--- config.mk ---
export PLATFORM = sky130hd
export DESIGN_NAME = vc_output_allocator_flat
export DESIGN_NICKNAME = d
export VERILOG_FILES = /design/src/rtl/vc_output_allocator_pkg.sv /design/src/rtl/vc_output_allocator_if.sv /design/src/rtl/vc_output_allocator_rr_arbiter.sv /design/src/rtl/vc_output_allocator.sv /design/src/flat_wrapper.sv
export SDC_FILE = /design/constraint.sdc
export NUM_CORES = 1
export LEC_CHECK = 0
export BUFFER_PORTS_ARGS = -buffer_cell sky130_fd_sc_hd__buf_2
export CAP_MARGIN = 5
export CORE_UTILIZATION = 45
export DETAILED_ROUTE_END_ITERATION = 6
export GPL_ROUTABILITY_DRIVEN = 0
export PLACE_DENSITY = 0.68
export SLEW_MARGIN = 20
export SYNTH_ARGS = -nofsm -noshare
export SYNTH_HDL_FRONTEND = slang
export SYNTH_HIERARCHICAL = 1
export SYNTH_SLANG_ARGS = --single-unit
--- constraint.sdc ---
create_clock -name clk -period 6.45 [get_ports clk]
set_clock_uncertainty 0.05 [all_clocks]
set_input_delay 0.645 -clock clk [delete_from_list [all_inputs] [get_ports clk]]
set_output_delay 0.645 -clock clk [all_outputs]
set_load 0.02 [all_outputs]
--- src/rtl/vc_output_allocator_pkg.sv ---
// Shared defaults and requester-state encodings for the per-output-port VC allocator.
package vc_output_allocator_pkg;
  localparam int V_DEFAULT     = 4;
  localparam int N_REQ_DEFAULT = 4;

  localparam logic [1:0] REQ_IDLE   = 2'b00;
  localparam logic [1:0] REQ_WAIT   = 2'b01;
  localparam logic [1:0] REQ_ACTIVE = 2'b10;
endpackage

--- src/rtl/vc_output_allocator_if.sv ---
// Request/release/availability inputs and grant/binding outputs of one output-port VC allocator.
interface vc_output_allocator_if
  import vc_output_allocator_pkg::*;
#(
  parameter int N_REQ = N_REQ_DEFAULT,
  parameter int V     = V_DEFAULT
);
  logic [N_REQ-1:0]   req_i;
  logic [N_REQ-1:0]   tail_sent_i;
  logic [V-1:0]       vc_avail_i;
  logic [N_REQ-1:0]   grant_o;
  logic [V-1:0]       sel_out_vc_o;
  logic [N_REQ*V-1:0] alloc_vc_o;
  logic [V-1:0]       vc_busy_o;

  modport master (
    output req_i, tail_sent_i, vc_avail_i,
    input  grant_o, sel_out_vc_o, alloc_vc_o, vc_busy_o
  );

  modport slave (
    input  req_i, tail_sent_i, vc_avail_i,
    output grant_o, sel_out_vc_o, alloc_vc_o, vc_busy_o
  );
endinterface

--- src/rtl/vc_output_allocator_rr_arbiter.sv ---
// Pointer-based round-robin arbiter: combinational one-hot grant plus the pointer value to load
// when the caller accepts the grant. Shared with the switch allocator.
module vc_output_allocator_rr_arbiter #(
  parameter int N = 4
) (
  input  logic [N-1:0]         req,
  input  logic [$clog2(N)-1:0] ptr,
  output logic [N-1:0]         gnt,
  output logic                 any,
  output logic [$clog2(N)-1:0] ptr_nxt
);
  localparam int PW = $clog2(N);

  logic [N-1:0] hi_mask_s;
  logic [N-1:0] hi_req_s;
  logic [N-1:0] pick_src_s;
  logic         found_s;

  // Requests at or above the pointer take priority; otherwise wrap to the lowest request.
  always_comb begin
    hi_mask_s = '0;
    for (int i = 0; i < N; i++) begin
      hi_mask_s[i] = (i >= int'(ptr));
    end
    hi_req_s   = req & hi_mask_s;
    pick_src_s = (|hi_req_s) ? hi_req_s : req;
    gnt        = '0;
    found_s    = 1'b0;
    ptr_nxt    = '0;
    for (int i = 0; i < N; i++) begin
      gnt[i]  = pick_src_s[i] & ~found_s;
      found_s = found_s | pick_src_s[i];
      ptr_nxt = ptr_nxt | (gnt[i] ? PW'((i + 1) % N) : '0);
    end
    any = |req;
  end
endmodule

--- src/rtl/vc_output_allocator.sv ---
// Per-output-port VC allocator: round-robin over requesters, binds the lowest free available
// downstream VC, and holds that binding until the requester's tail flit leaves.
module vc_output_allocator
  import vc_output_allocator_pkg::*;
#(
  parameter int N_REQ = N_REQ_DEFAULT,
  parameter int V     = V_DEFAULT
) (
  input logic                  clk,
  input logic                  rstn,
  vc_output_allocator_if.slave bus
);
  localparam int PW = $clog2(N_REQ);
  localparam int AW = N_REQ * V;

  logic [N_REQ-1:0][1:0] state_r;
  logic [N_REQ-1:0][1:0] state_nxt_s;
  logic [AW-1:0]         alloc_r;
  logic [AW-1:0]         alloc_nxt_s;
  logic [V-1:0]          busy_r;
  logic [V-1:0]          busy_nxt_s;
  logic [N_REQ-1:0]      grant_r;
  logic [V-1:0]          sel_r;
  logic [PW-1:0]         ptr_r;

  logic [N_REQ-1:0]      cand_s;
  logic [N_REQ-1:0]      arb_gnt_s;
  logic                  arb_any_s;
  logic [PW-1:0]         ptr_nxt_s;
  logic [V-1:0]          elig_s;
  logic [V-1:0]          vc_pick_s;
  logic                  vc_found_s;
  logic                  fire_s;

  // Candidates are requesters raising req_i that do not already own a VC.
  always_comb begin
    cand_s = '0;
    for (int r = 0; r < N_REQ; r++) begin
      cand_s[r] = bus.req_i[r] & (state_r[r] != REQ_ACTIVE);
    end
  end

  vc_output_allocator_rr_arbiter #(.N(N_REQ)) u_arb (
    .req     (cand_s),
    .ptr     (ptr_r),
    .gnt     (arb_gnt_s),
    .any     (arb_any_s),
    .ptr_nxt (ptr_nxt_s)
  );

  // Lowest-index eligible VC; a VC released this cycle stays busy until the next one.
  always_comb begin
    elig_s     = ~busy_r & bus.vc_avail_i;
    vc_pick_s  = '0;
    vc_found_s = 1'b0;
    for (int v = 0; v < V; v++) begin
      vc_pick_s[v] = elig_s[v] & ~vc_found_s;
      vc_found_s   = vc_found_s | elig_s[v];
    end
    fire_s = arb_any_s & vc_found_s;
  end

  // Requester FSMs and VC bindings; a requester is never both released and granted in one cycle.
  always_comb begin
    state_nxt_s = state_r;
    alloc_nxt_s = alloc_r;
    busy_nxt_s  = busy_r;
    for (int r = 0; r < N_REQ; r++) begin
      case (state_r[r])
        REQ_IDLE:   state_nxt_s[r] = bus.req_i[r] ? REQ_WAIT : REQ_IDLE;
        REQ_WAIT:   state_nxt_s[r] = bus.req_i[r] ? REQ_WAIT : REQ_IDLE;
        REQ_ACTIVE: state_nxt_s[r] = bus.tail_sent_i[r] ? REQ_IDLE : REQ_ACTIVE;
        default:    state_nxt_s[r] = REQ_IDLE;
      endcase
      if ((state_r[r] == REQ_ACTIVE) && bus.tail_sent_i[r]) begin
        alloc_nxt_s[r*V +: V] = '0;
        busy_nxt_s            = busy_nxt_s & ~alloc_r[r*V +: V];
      end else if (fire_s && arb_gnt_s[r]) begin
        state_nxt_s[r]        = REQ_ACTIVE;
        alloc_nxt_s[r*V +: V] = vc_pick_s;
        busy_nxt_s            = busy_nxt_s | vc_pick_s;
      end else begin
        alloc_nxt_s[r*V +: V] = alloc_r[r*V +: V];
      end
    end
  end

  // Registered state, bindings, one-cycle grant pulse and round-robin pointer.
  always_ff @(posedge clk or negedge rstn) begin
    if (!rstn) begin
      state_r <= {N_REQ{REQ_IDLE}};
      alloc_r <= '0;
      busy_r  <= '0;
      grant_r <= '0;
      sel_r   <= '0;
      ptr_r   <= '0;
    end else begin
      state_r <= state_nxt_s;
      alloc_r <= alloc_nxt_s;
      busy_r  <= busy_nxt_s;
      grant_r <= fire_s ? arb_gnt_s : '0;
      sel_r   <= fire_s ? vc_pick_s : '0;
      ptr_r   <= fire_s ? ptr_nxt_s : ptr_r;
    end
  end

  assign bus.grant_o      = grant_r;
  assign bus.sel_out_vc_o = sel_r;
  assign bus.alloc_vc_o   = alloc_r;
  assign bus.vc_busy_o    = busy_r;
endmodule

--- src/flat_wrapper.sv ---
// flat-port wrapper written by rule: the top's interface ports become plain ports
module vc_output_allocator_flat import vc_output_allocator_pkg::*;
#(
  parameter int N_REQ = N_REQ_DEFAULT,
  parameter int V     = V_DEFAULT
)
  (clk, rstn, bus_req_i, bus_tail_sent_i, bus_vc_avail_i, bus_grant_o, bus_sel_out_vc_o, bus_alloc_vc_o, bus_vc_busy_o);
  vc_output_allocator_if #(.N_REQ(N_REQ), .V(V)) bus_i ();
  input logic clk;
  input logic rstn;
  input wire logic [$bits(bus_i.req_i)-1:0] bus_req_i;
  input wire logic [$bits(bus_i.tail_sent_i)-1:0] bus_tail_sent_i;
  input wire logic [$bits(bus_i.vc_avail_i)-1:0] bus_vc_avail_i;
  output wire logic [$bits(bus_i.grant_o)-1:0] bus_grant_o;
  output wire logic [$bits(bus_i.sel_out_vc_o)-1:0] bus_sel_out_vc_o;
  output wire logic [$bits(bus_i.alloc_vc_o)-1:0] bus_alloc_vc_o;
  output wire logic [$bits(bus_i.vc_busy_o)-1:0] bus_vc_busy_o;
  assign bus_i.req_i = bus_req_i;
  assign bus_i.tail_sent_i = bus_tail_sent_i;
  assign bus_i.vc_avail_i = bus_vc_avail_i;
  assign bus_grant_o = bus_i.grant_o;
  assign bus_sel_out_vc_o = bus_i.sel_out_vc_o;
  assign bus_alloc_vc_o = bus_i.alloc_vc_o;
  assign bus_vc_busy_o = bus_i.vc_busy_o;
  vc_output_allocator #(.N_REQ(N_REQ), .V(V)) u_core (.clk(clk), .rstn(rstn), .bus(bus_i));
endmodule
# --- Yosys cells after proc, flatten, opt, wreduce, memory -nomap -nowiden ---
# Cells that the tools add are included.
totals:
  input_bits: 14
  wordCells: 130
  mem_bits_rw: 0
  rom_bits: 0
  latch_bits: 0
  ff_bits: 38
  mem_count: 0
  out_inout_bits: 28
op_classes:
  shifts: 0
  n_eq_ne: 12
  div: 0
  n_mul: 0
  n_reduce_logical: 22
  bitwise_logic: 39
  n_lt_le_gt_ge: 3
  muxes: 42
  addsub: 0
ops:
  columns: ["op", "n"]
  rows:
  - ["4-bit 2-to-1 mux", 19]
  - ["2-bit 2-to-1 mux", 14]
  - ["4-bit bitwise AND", 6]
  - ["4-bit NOT", 5]
  - ["4-bit OR", 4]
  - ["2-bit case mux with 2 select lines", 4]
  - ["1-bit bitwise AND", 11]
  - ["2-bit by 1-bit == test with 1-bit output, second input constant", 4]
  - ["2-bit == test, second input constant", 4]
  - ["1-bit logical AND", 8]
  - ["2-bit logical NOT", 4]
  - ["2-bit != test, second input constant", 4]
  - ["2-bit nonzero test", 4]
  - ["2-bit OR reduction", 4]
  - ["4-bit OR reduction", 2]
  - ["1-bit NOT", 6]
  - ["1-bit 2-to-1 mux", 5]
  - ["1-bit OR", 5]
  - ["1-bit by 2-bit greater-or-equal comparator with 1-bit output, first input constant", 2]
  - ["2-bit greater-or-equal comparator, first input constant", 1]
  - ["1-bit by 2-bit OR with 2-bit output", 1]
  - ["2-bit OR", 1]

# --- Depth between registers and ports, before layout ---
logic_depth:
  word_depth: 18
  depth_mapped: 11
  depth_no_buf: 9

# --- Cells and area by module ---
# Netlist, hierarchy kept.
by_module_without_submodules:
  columns: ["mod", "seq_area_each_um2", "cells_each", "instances", "area_per_inst_um2"]
  rows:
  - ["vc_output_allocator", 950.9, 162, 1, 1806.7]
  - ["vc_output_allocator_rr_arbiter", 0.0, 34, 1, 227.7]

# --- Worst setup path after synthesis ---
# No wires, ideal clock.
synth_timing:
  path_kind: "input -> register"
  startpoint: "input bus_req_i[0]"
  endpoint: "register u_core.alloc_r[10], in the netlist u_core/bus.alloc_vc_o[10]"
  arrival_ns: 2.053
  n_path_buf: 1
  path_stages: 9
  setup_slack_ns: 4.215
  setup_time_ns: 0.132
  required_time_ns: 6.268
  cell_sequence: "and2_1 -> buf_4 -> nor2_1 -> o21bai_1 -> a21boi_0 -> nand3_2 -> inv_2 -> mux2i_1 -> nor2_1"
synth_via:
  elab_chain_cells: 9
  elab_cells_between_ends: 11
  classes_between: "mux (1); bitwise (6); reduce/logical (4)"
synth_rtl:
  columns: ["element", "line", "source"]
  rows:
  - ["start: declaration", "flat_wrapper.sv:11", "input wire logic [$bits(bus_i.req_i)-1:0] bus_req_i;"]
  - ["1-bit bitwise AND (*)", "vc_output_allocator.sv:39", "cand_s[r] = bus.req_i[r] & (state_r[r] != REQ_ACTIVE);"]
  - ["4-bit bitwise AND", "vc_output_allocator_rr_arbiter.sv:25", "hi_req_s = req & hi_mask_s;"]
  - ["4-bit OR reduction", "vc_output_allocator_rr_arbiter.sv:26", "pick_src_s = (|hi_req_s) ? hi_req_s : req;"]
  - ["4-bit 2-to-1 mux (*)", "vc_output_allocator_rr_arbiter.sv:26", null]
  - ["1-bit OR", "vc_output_allocator_rr_arbiter.sv:32", "found_s = found_s | pick_src_s[i];"]
  - ["1-bit NOT", "vc_output_allocator_rr_arbiter.sv:31", "gnt[i] = pick_src_s[i] & ~found_s;"]
  - ["1-bit bitwise AND (*)", "vc_output_allocator_rr_arbiter.sv:31", null]
  - ["net u_core.arb_gnt_s[2]", "vc_output_allocator.sv:27", "logic [N_REQ-1:0] arb_gnt_s;"]
  - ["1-bit logical AND (*)", "vc_output_allocator.sv:78", "end else if (fire_s && arb_gnt_s[r]) begin"]
  - ["2-bit nonzero test (no source line) (*)", null, null]
  - ["end signal: assignment", "vc_output_allocator.sv:99", "alloc_r <= alloc_nxt_s;"]
  - ["end: declaration", "vc_output_allocator.sv:18", "logic [AW-1:0] alloc_r;"]
# Mark *: on every way through the listed nets, which the timed path passes. The rest lies on a longest branch.
# A chain may end at the register's enable or synchronous reset.

# --- Worst setup path in the final report ---
layout_timing:
  startpoint: "register u_core/state_r[6] (netlist name)"
  endpoint: "register u_core.alloc_r[9], in the netlist u_core/bus.alloc_vc_o[9]"
layout_via:
  elab_chain_cells: 10
  elab_cells_between_ends: 12
  classes_between: "eq/ne (1); mux (1); bitwise (6); reduce/logical (4)"
layout_rtl:
  columns: ["element", "line", "source"]
  rows:
  - ["start: declaration", "vc_output_allocator.sv:16", "logic [N_REQ-1:0][1:0] state_r;"]
  - ["start signal: assignment", "vc_output_allocator.sv:91", "state_r <= {N_REQ{REQ_IDLE}};"]
  - ["start signal: assignment", "vc_output_allocator.sv:98", "state_r <= state_nxt_s;"]
  - ["2-bit != test (*)", "vc_output_allocator.sv:39", null]
  - ["1-bit bitwise AND (*)", "vc_output_allocator.sv:39", null]
  - ["net u_core.cand_s[3]", "vc_output_allocator.sv:26", "logic [N_REQ-1:0] cand_s;"]
  - ["4-bit bitwise AND (*)", "vc_output_allocator_rr_arbiter.sv:25", null]
  - ["4-bit OR reduction (*)", "vc_output_allocator_rr_arbiter.sv:26", null]
  - ["4-bit 2-to-1 mux (*)", "vc_output_allocator_rr_arbiter.sv:26", null]
  - ["1-bit OR", "vc_output_allocator_rr_arbiter.sv:32", null]
  - ["1-bit NOT", "vc_output_allocator_rr_arbiter.sv:31", null]
  - ["1-bit bitwise AND (*)", "vc_output_allocator_rr_arbiter.sv:31", null]
  - ["net u_core.arb_gnt_s[2]", "vc_output_allocator.sv:27", null]
  - ["1-bit logical AND (*)", "vc_output_allocator.sv:78", null]
  - ["2-bit nonzero test (no source line) (*)", null, null]
# Marked as above.

==> reports/qor.yml <==
dp_hpwl_um: 3290
critPathLaunch: "u_core/state_r[6]"
path_delay_family: "simple AND/OR/NAND/NOR gates"
track_usage_pct: 20.1
synth_cell_types: 46
grt_antenna_before_repair: 0
ys_ff_latch: 38
synth_cells: 196
hp-class: "primary input to async pin"
ys_async_sr_fraction_pct: 100
final_common_cell: "buf_2"
clock_latency_ns: 0.29
route.vias.total: 1616
rsz0062_at_grt: "no"
p_clk_share_pct: 15.7
internal_power_mw: 0.605
syn_nets: 210
clockRootBuffer: "clkbuf_8"
die_w_um: 69.2
grt_pass1_vias: 1499
post-place-ws_ns: 3.79
max_slew_margin_pct: 44.7
cpPeakStageDelay_ns: 0.61
final_util_pct: 53.1
grt_max_degree: 39
worst-path-buf-inv: 1
reg2reg_depth: 9
path_clk_slew_ns: 0.07
slew_violations: 0
numCtsBuffers: 5
worstPathRequired_ns: 6.56
leakage_nw: 1.16
synth-edff-count: 0
clk_path_buf_depth: 2
netlist_area_um2: 2030
powerDensity_nw_per_um2: 455
core_um2: 4350
outcome: "complete, no violations"
critPathCaptureType: "flip-flop"
synth_top_flop_cell: "dfrtp_1"
final_cell_mix: "buf_2 (41), dfrtp_1 (38), nor2_1 (24)"
p_switching_mw: 0.446
ys_seq_area_share_pct: 46.7
clock_sinks: 38
critPathLaunchType: "flip-flop"
ctsHtreeMaxLevel: 2
criticalPathCategory: "flip-flop to flip-flop"
multi_input_area_um2: 965
cp_data_arrival_time_ns: 2.68
critPathCapture: "u_core/bus.alloc_vc_o[9]"
drt_iter0_drc: 167
area_growth_pct: 13.6
die_y_um: 69.2
synth_top_area_share_pct: 46.7
swShare_pct: 42.4
final.setup.worst_slack_ns: 3.88
grt_pass1_wl_um: 7480
yosysTopAreaCell: "dfrtp_1"
ir_drop_v: 0.000189
cp.depth: 9
drt_first_pass_iters: 4
path_common_cell: "nor2_1"
dieArea_um2: 4790
ant_nets: 0
syn_avg_cell_area_um2: 10.4
yosys_warnings: 6
reg2reg_from: "u_core/state_r[6]"
drt-wirelength-per-cell_um: 15.8
rrSetupSlack_ns: 3.88
fmax_mhz: 390
initial_utilization_pct: 46.7
rr_endpoint: "u_core/bus.alloc_vc_o[9]"
cpMaxStageDelayCell: "a21boi_0"
regArea_um2: 951
cts-resized-gates: 0
cap_violations: 0
place_inst: 278
finalSetupTns_ns: 0
portBuffers: 41
timing_hold_violations_final: 0
postCtsSetupBuffers: 0
ios: 42
hold-worst-slack_ns: 0.394
fillers: 387
power_frac_comb_pct: 45.9
drc_errors: 0
fin_nets: 247
cp_cell_sequence: "nand2b_1 > and2_1 > nor2_1 > o21bai_1 > a21boi_0 > nand3_2 > inv_2 > mux2i_1 > nor2_1"
power_frac_seq_pct: 38.4
diodes: 0
holdBufCountCts: 0
worstMarginPinSlew_ns: 0.827
rows: 24
crit_fanout: 8
post_drt_via_cell_ratio: 5.65
totalWireLength_um: 4510
setup_viol: 0
grt_overflow: 0
ys_top_cells_by_area: "dfrtp_1 (47%), a22oi_1 (4.4%), nor2_1 (4.4%), nand2_1 (2.6%), mux2i_1 (2.5%)"
finalCritPeriodShare_pct: 39.8
cts_tree: "built"
fin_cells: 286
period_needed_ns: 2.57
layout-drive-gt1-share_pct: 28.6
[synth_stat cells, types with 2 or more instances]
| cell type | number |
|---|---|
| a22o_1 | 2 |
| o221a_2 | 2 |
| nor4_4 | 2 |
| inv_2 | 2 |
| o22ai_1 | 2 |
| nand2b_1 | 7 |
| nand2_1 | 14 |
| buf_6 | 3 |
| nand2b_4 | 3 |
| a32oi_1 | 3 |
| buf_4 | 5 |
| nor2_1 | 24 |
| o21bai_1 | 2 |
| o21ai_0 | 2 |
| buf_2 | 2 |
| and2b_1 | 2 |
| a21oi_1 | 9 |
| a22oi_2 | 2 |
| inv_1 | 7 |
| a22oi_1 | 12 |
| nand3_1 | 3 |
| mux2i_1 | 5 |
| nor3b_1 | 4 |
| o21ai_2 | 2 |
| and3b_1 | 2 |
| dfrtp_1 | 38 |
| a2bb2oi_1 | 2 |
| and2_1 | 6 |
| mux2_2 | 2 |
| nor2b_1 | 5 |
| a21boi_0 | 3 |
| nor3_1 | 3 |
[state kept, by name (all words and copies together) (netlist names)]
name and cells:
u_core/bus.sel_out_vc_o 4, u_core/bus.grant_o 4, u_core/ptr_r 2, u_core/bus.vc_busy_o 4, u_core/bus.alloc_vc_o 16, u_core/state_r 8
[worst register-to-register path, delay by kind of cell (launching register included)]
family	cells	cell delay (ns)
flip-flops	1	0.36
AO/OA/AOI/OAI	2	0.71
AND/OR/NAND/NOR	5	0.95
buffers and inverters	1	0.18
multiplexers	1	0.20
[per-layer routing]
layer  GRT usage, %  vias to the layer above  wire length, µm
met5              0                        -                0
met4           8.16                        0               72
met3           6.10                        6              365
met2           29.1                       69             1970
met1           28.1                      763             2110
li1               -                      778                -
[logic make-up after synthesis]
family	Yosys count	share of synthesized area, %
and+or+nand+nor	79	23.1
AOI/OAI and AO/OA	52	20.8
DFF	38	46.7
buffers and inverters	20	5.84
muxes	7	3.57
[worst min path at each step]
stage                                 start                        to  slack [ns]  depth (start not counted)
after floorplan                        rstn  u_core/bus.alloc_vc_o[0]        0.30                          0
after detailed placement  u_core/state_r[7]         u_core/state_r[6]        0.39                          1
after global placement    u_core/state_r[7]         u_core/state_r[6]        0.38                          1
final                                  rstn     u_core/bus.grant_o[0]        0.39                          1
after global routing      u_core/state_r[7]         u_core/state_r[6]        0.41                          1
after CTS                 u_core/state_r[7]         u_core/state_r[6]        0.40                          1
[area by class of cell]
class | count | share of cell area, %
sequential | 38 | 41.1
timing repair buffer | 41 | 8.88
multi-input combinational | 138 | 41.7
inverter | 9 | 1.46
clock buffer | 7 | 3.74
tap | 52 | 2.82
clock inverter | 1 | 0.217
[power by group through the flow]
stage	Sequential [mW]	Clock, mW	Combinational (mW)
after floorplan	0.462	0	0.300
after global placement	0.408	0	0.478
after detailed placement	0.407	0	0.479
after CTS	0.403	0.172	0.481
after global routing	0.417	0.179	0.524
final	0.404	0.165	0.483
[metrics by stage]
step | power [mW] | area [µm²]
5_1_grt | 1.12 | 2310
4_1_cts | 1.06 | 2310
3_3_place_gp | 0.886 | 2220
3_5_place_dp | 0.886 | 2220
2_1_floorplan | 0.762 | 2030
6_report | 1.05 | 2310
Note: power is estimated with default switching activity, not from simulation.
